`config.mk`:
```
export PLATFORM = sky130hd
export DESIGN_NAME = wide_add_seq
export DESIGN_NICKNAME = d
export VERILOG_FILES = /design/src/rtl/wide_add_seq_pkg.sv /design/src/rtl/wide_add_slice.sv /design/src/rtl/wide_add_seq.sv
export SDC_FILE = /design/constraint.sdc
export NUM_CORES = 1
export LEC_CHECK = 0
export CORE_UTILIZATION = 47
export DETAILED_ROUTE_END_ITERATION = 12
export GPL_ROUTABILITY_DRIVEN = 0
export PLACE_DENSITY = 0.74
export SYNTH_ARGS = -nofsm -noshare
export SYNTH_HDL_FRONTEND = slang
export SYNTH_SLANG_ARGS = --single-unit
```
`constraint.sdc`:
```
create_clock -name clk -period 37.7 [get_ports clk]
set_input_delay 7.54 -clock clk [delete_from_list [all_inputs] [get_ports clk]]
set_output_delay 7.54 -clock clk [all_outputs]
set_load 0.02 [all_outputs]
```
`src/rtl/wide_add_seq_pkg.sv`:
```
// Shared types for the chunked wide-adder sequencer.
package wide_add_seq_pkg;

    typedef enum logic [1:0] {
        IDLE  = 2'd0,
        RUN   = 2'd1,
        FLUSH = 2'd2
    } state_t;

endpackage : wide_add_seq_pkg

```
`src/rtl/wide_add_slice.sv`:
```
// Registered SIZE-bit adder slice with carry in/out; one cycle of latency, no reset.
module wide_add_slice #(
    parameter int unsigned SIZE = 16
) (
    input  logic            clk,
    input  logic [SIZE-1:0] a,
    input  logic [SIZE-1:0] b,
    input  logic            cin,
    output logic [SIZE-1:0] s,
    output logic            cout
);

    localparam int unsigned SW = SIZE + 1;

    always_ff @(posedge clk) begin
        {cout, s} <= SW'(a) + SW'(b) + SW'(cin);
    end

endmodule : wide_add_slice

```
`src/rtl/wide_add_seq.sv`:
```
// Sequences a WIDTH-bit add through one shared SIZE-bit slice, LS chunk first,
// chaining the slice's registered carry-out into the next chunk.
module wide_add_seq
    import wide_add_seq_pkg::*;
#(
    parameter  int unsigned SIZE   = 16,
    parameter  int unsigned CHUNKS = 4,
    localparam int unsigned WIDTH  = SIZE * CHUNKS
) (
    input  logic             clk,
    input  logic             rst,
    input  logic             start,
    input  logic [WIDTH-1:0] a,
    input  logic [WIDTH-1:0] b,
    input  logic             cin,
    output logic             busy,
    output logic             done,
    output logic [WIDTH-1:0] s,
    output logic             cout
);

    localparam int unsigned IDX_W = $clog2(CHUNKS);
    localparam int unsigned LAST  = CHUNKS - 1;

    state_t                     state_q, state_d;
    logic [IDX_W-1:0]           idx_q, idx_d;
    logic                       accept, wr_chunk, finish;

    logic [CHUNKS-1:0][SIZE-1:0] a_q, b_q;
    logic                        cin_q;
    logic [SIZE-1:0]             result_q [CHUNKS-1];
    logic [CHUNKS-1:0][SIZE-1:0] s_asm;

    logic [SIZE-1:0] slice_a, slice_b, slice_s;
    logic            slice_cin, slice_cout;

    // State and chunk index register
    always_ff @(posedge clk) begin
        if (rst) begin
            state_q <= IDLE;
            idx_q   <= '0;
        end else begin
            state_q <= state_d;
            idx_q   <= idx_d;
        end
    end

    // Next-state and control decode
    always_comb begin
        state_d  = state_q;
        idx_d    = idx_q;
        accept   = 1'b0;
        wr_chunk = 1'b0;
        finish   = 1'b0;
        case (state_q)
            IDLE: begin
                if (start) begin
                    accept  = 1'b1;
                    idx_d   = '0;
                    state_d = RUN;
                end
            end
            RUN: begin
                wr_chunk = (idx_q != '0);
                if (idx_q == IDX_W'(LAST)) begin
                    state_d = FLUSH;
                end else begin
                    idx_d = idx_q + IDX_W'(1);
                end
            end
            FLUSH: begin
                finish  = 1'b1;
                state_d = IDLE;
            end
            default: begin
                state_d = IDLE;
            end
        endcase
    end

    // Slice feed: first chunk takes the latched carry-in, later ones the slice's own carry
    assign slice_a   = a_q[idx_q];
    assign slice_b   = b_q[idx_q];
    assign slice_cin = (idx_q == '0) ? cin_q : slice_cout;

    wide_add_slice #(
        .SIZE (SIZE)
    ) u_slice (
        .clk  (clk),
        .a    (slice_a),
        .b    (slice_b),
        .cin  (slice_cin),
        .s    (slice_s),
        .cout (slice_cout)
    );

    // Operand capture and lower result chunks; contents are don't-care outside an operation
    always_ff @(posedge clk) begin
        if (accept) begin
            a_q   <= a;
            b_q   <= b;
            cin_q <= cin;
        end
        if (wr_chunk) begin
            result_q[idx_q - IDX_W'(1)] <= slice_s;
        end
    end

    // Top chunk comes straight from the slice in the FLUSH cycle
    always_comb begin
        s_asm = '0;
        for (int k = 0; k < int'(LAST); k++) begin
            s_asm[k] = result_q[k];
        end
        s_asm[LAST] = slice_s;
    end

    // Registered handshake and result outputs
    always_ff @(posedge clk) begin
        if (rst) begin
            busy <= 1'b0;
            done <= 1'b0;
            s    <= '0;
            cout <= 1'b0;
        end else begin
            busy <= (state_d != IDLE);
            done <= finish;
            if (finish) begin
                s    <= s_asm;
                cout <= slice_cout;
            end
        end
    end

endmodule : wide_add_seq

```
==> results.cfg <==
[run_status]
status = completed

[floorplanning]
core_mm2 = 0.0203
fp-row-count = 52
io_pins = 199
die_w_um = 146
die_h_um = 146
fp.dieArea_mm2 = 0.0213
initial_core_util = 0.481

[synthesis]
seq_area_frac_synth = 0.725
synth_edf_count = 177
avgSynthCellArea_um2 = 14.9
synthFlopType = edfxtp_1
syn_area_mm2 = 0.00976
async_flop_share = 0
syn_nets = 811
ys_warn_count = 0
ys_ff_latch = 265
synth_top_area_frac = 0.545
synth_area_leaders = edfxtp_1 (54%), dfxtp_1 (18%), mux4_2 (7.4%), nand2_1 (5.3%), a21oi_1 (3.8%)
ys_types = 52
yosys.area.top_type = edfxtp_1
syn_inst = 657

[timing]
setup_ws_ps = 28190
drv_slew = 0
setup_tns_ps = 0
rsz0062_at_grt = false
skew_ps = 8.03
hold_viol_final = 0
worst_slew_pin_slew_ps = 975
setup_viol = 0
period_minus_slack_ps = 9510
fin_crit_sh = 0.252
fmax_mhz = 105
relSlewSlack = 0.350

[global_route]
overflow = 0
grtUsageTotal = 0.176
grt_pass1_vias = 5712
grt_max_degree = 78
grt_pass1_wl_mm = 29.7
antenna_found_initial = 0

[worst_setup_path]
slowest_stage = buf_4
crit_top_cell = buf_4
worstSetupPathDepth = 4
endpoint_kind = flip-flop
cp-start-kind = primary input
worstPathCellList = clkdlybuf4s50_1, nor3b_2, buf_4, buf_4
regToRegEndpoint = u_slice.cout$_DFF_P_
crit_type = primary input to flip-flop
crit_buf_inv = 3
rr_startpoint = idx_q[0]$_SDFFE_PP0P_
crit_fanout = 77
worst-r2r-cell-count = 11
slowest_delay_ps = 730
required_ps = 37860
cp.arrival_ps = 9670
crit_family = buffers and inverters
reg2reg_slack_ps = 34220
cp-startpoint = start

[clocking]
post_cts_buffers = 0
cts-root-buf = clkbuf_16
holdBufCountCts = 0
clock_sinks = 265
clk_pin_slew_ps = 60
numCtsBuffers = 27
cts_tree = done
clock_path_buffers = 3
insertion_delay_ps = 530
htreeDepth = 1
postCtsResizedCells = 0

[final_layout]
fill_cells = 1570
layout.cells.non_filler = 1150
area_growth_pct = 31.8
layout_commonest_cell = clkdlybuf4s50_1
layout_common_cells = clkdlybuf4s50_1 (197), edfxtp_1 (177), nand2_1 (138)
diodes = 0
num-nets-final = 1014
fin_area_mm2 = 0.0129
drive_above_1_share = 0.109

[route]
ant_nets = 0
dr.max_layer_used = met4
viasPerCell = 4.97
drc_errors = 0
met1_length_mm = 8.31
dr_total_vias = 5714
drt_wl_total_mm = 18.4
met3_length_mm = 1.19
drt_iter0_drc = 280
drtPass1Iterations = 6
wire_per_inst_um = 16.0
met2_length_mm = 8.55

[place]
dpl_worst_slack_ps = 27600
place_inst = 1101
portBuffers = 198
place_area_mm2 = 0.0120
dpl.hpwl_mm = 12.4

[min_path]
hp-start = s[16]$_SDFFE_PP0P_
hold_depth = 2
worst_hold_path_type = flip-flop to flip-flop
holdPathEnd = s[16]$_SDFFE_PP0P_

[run]
cap_violations = 0

[pwr]
peakVddDrop_mv = 0.0439
leakage_uw = 0.00435
power.density_mw_per_mm2 = 51.2
==> flip-flops by register name (all words and copies together) (netlist names) <==
name          cells
a_q              64
b_q              64
busy              1
cin_q             1
cout              1
done              1
idx_q             2
result_q         48
s                64
state_q           2
u_slice.cout      1
u_slice.s        16
==> how the worst max path moves through the flow <==
stage | end | slack [ps]
CTS | a_q[17]$_DFFE_PP_ | 28150
detailed placement | a_q[17]$_DFFE_PP_ | 27600
global route | b_q[3]$_DFFE_PP_ | 28030
finish | b_q[19]$_DFFE_PP_ | 28190
floorplan | a_q[0]$_DFFE_PP_ | 20130
global placement | a_q[17]$_DFFE_PP_ | 27640
==> logic make-up (layout without fill, tap and decap cells) <==
logic type,Yosys count,in the layout,synth area share
AO/OA/AOI/OAI,104,104,0.0651
AND/OR/NAND/NOR,175,175,0.0746
multiplexers,33,33,0.0749
flip-flops,265,265,0.725
buffers and inverters,46,269,0.0197
XOR/XNOR,12,12,0.0108
adder cells (fa/ha/maj),22,22,0.0297
==> per-stage QoR <==
stage                      util  total power, µW  hold slack (ps)
final                     0.634              658              453
after global routing      0.634              685              478
after CTS                 0.634              665              456
after detailed placement  0.592              413              448
after global placement    0.592              411              441
after floorplan               -              385              431
==> power breakdown <==
part	switching (µW)	internal, µW	total [µW]
Clock	106	147	253
Combinational	27.9	30.8	58.7
Sequential	12.5	334	347
==> metal layers <==
| layer | vias to the layer above | GRT usage |
|---|---|---|
| met5 | - | 0 |
| met4 | 0 | 0.0422 |
| met3 | 22 | 0.0369 |
| met2 | 208 | 0.286 |
| met1 | 2684 | 0.244 |
| li1 | 2800 | - |
==> worst min-delay path, stage by stage, from the launching register on <==
cell	delay [ps]
dfxtp_1	310
nand2_1	50
a21oi_1	50
==> synthesized netlist by cell type (all sizes together) (3+ instances only) <==
library cell	n
edfxtp	177
nand2	139
dfxtp	88
a21oi	77
mux4	32
ha	20
buf	18
inv	15
clkbuf	13
nor2	10
nor3	7
xor2	7
o21ai	5
xnor2	5
nand3	4
and2	3
==> cell type report <==
| type | count | area, µm² | share of cell area |
|---|---|---|---|
| Sequential cell | 265 | 7080 | 0.550 |
| Multi-Input combinational cell | 346 | 2500 | 0.195 |
| Timing Repair Buffer | 205 | 2030 | 0.158 |
| Clock buffer | 40 | 797 | 0.0619 |
| Tap cell | 270 | 338 | 0.0263 |
| Clock inverter | 9 | 61.3 | 0.00477 |
| Inverter | 15 | 56.3 | 0.00438 |
Note: power is estimated with default switching activity, not from simulation.
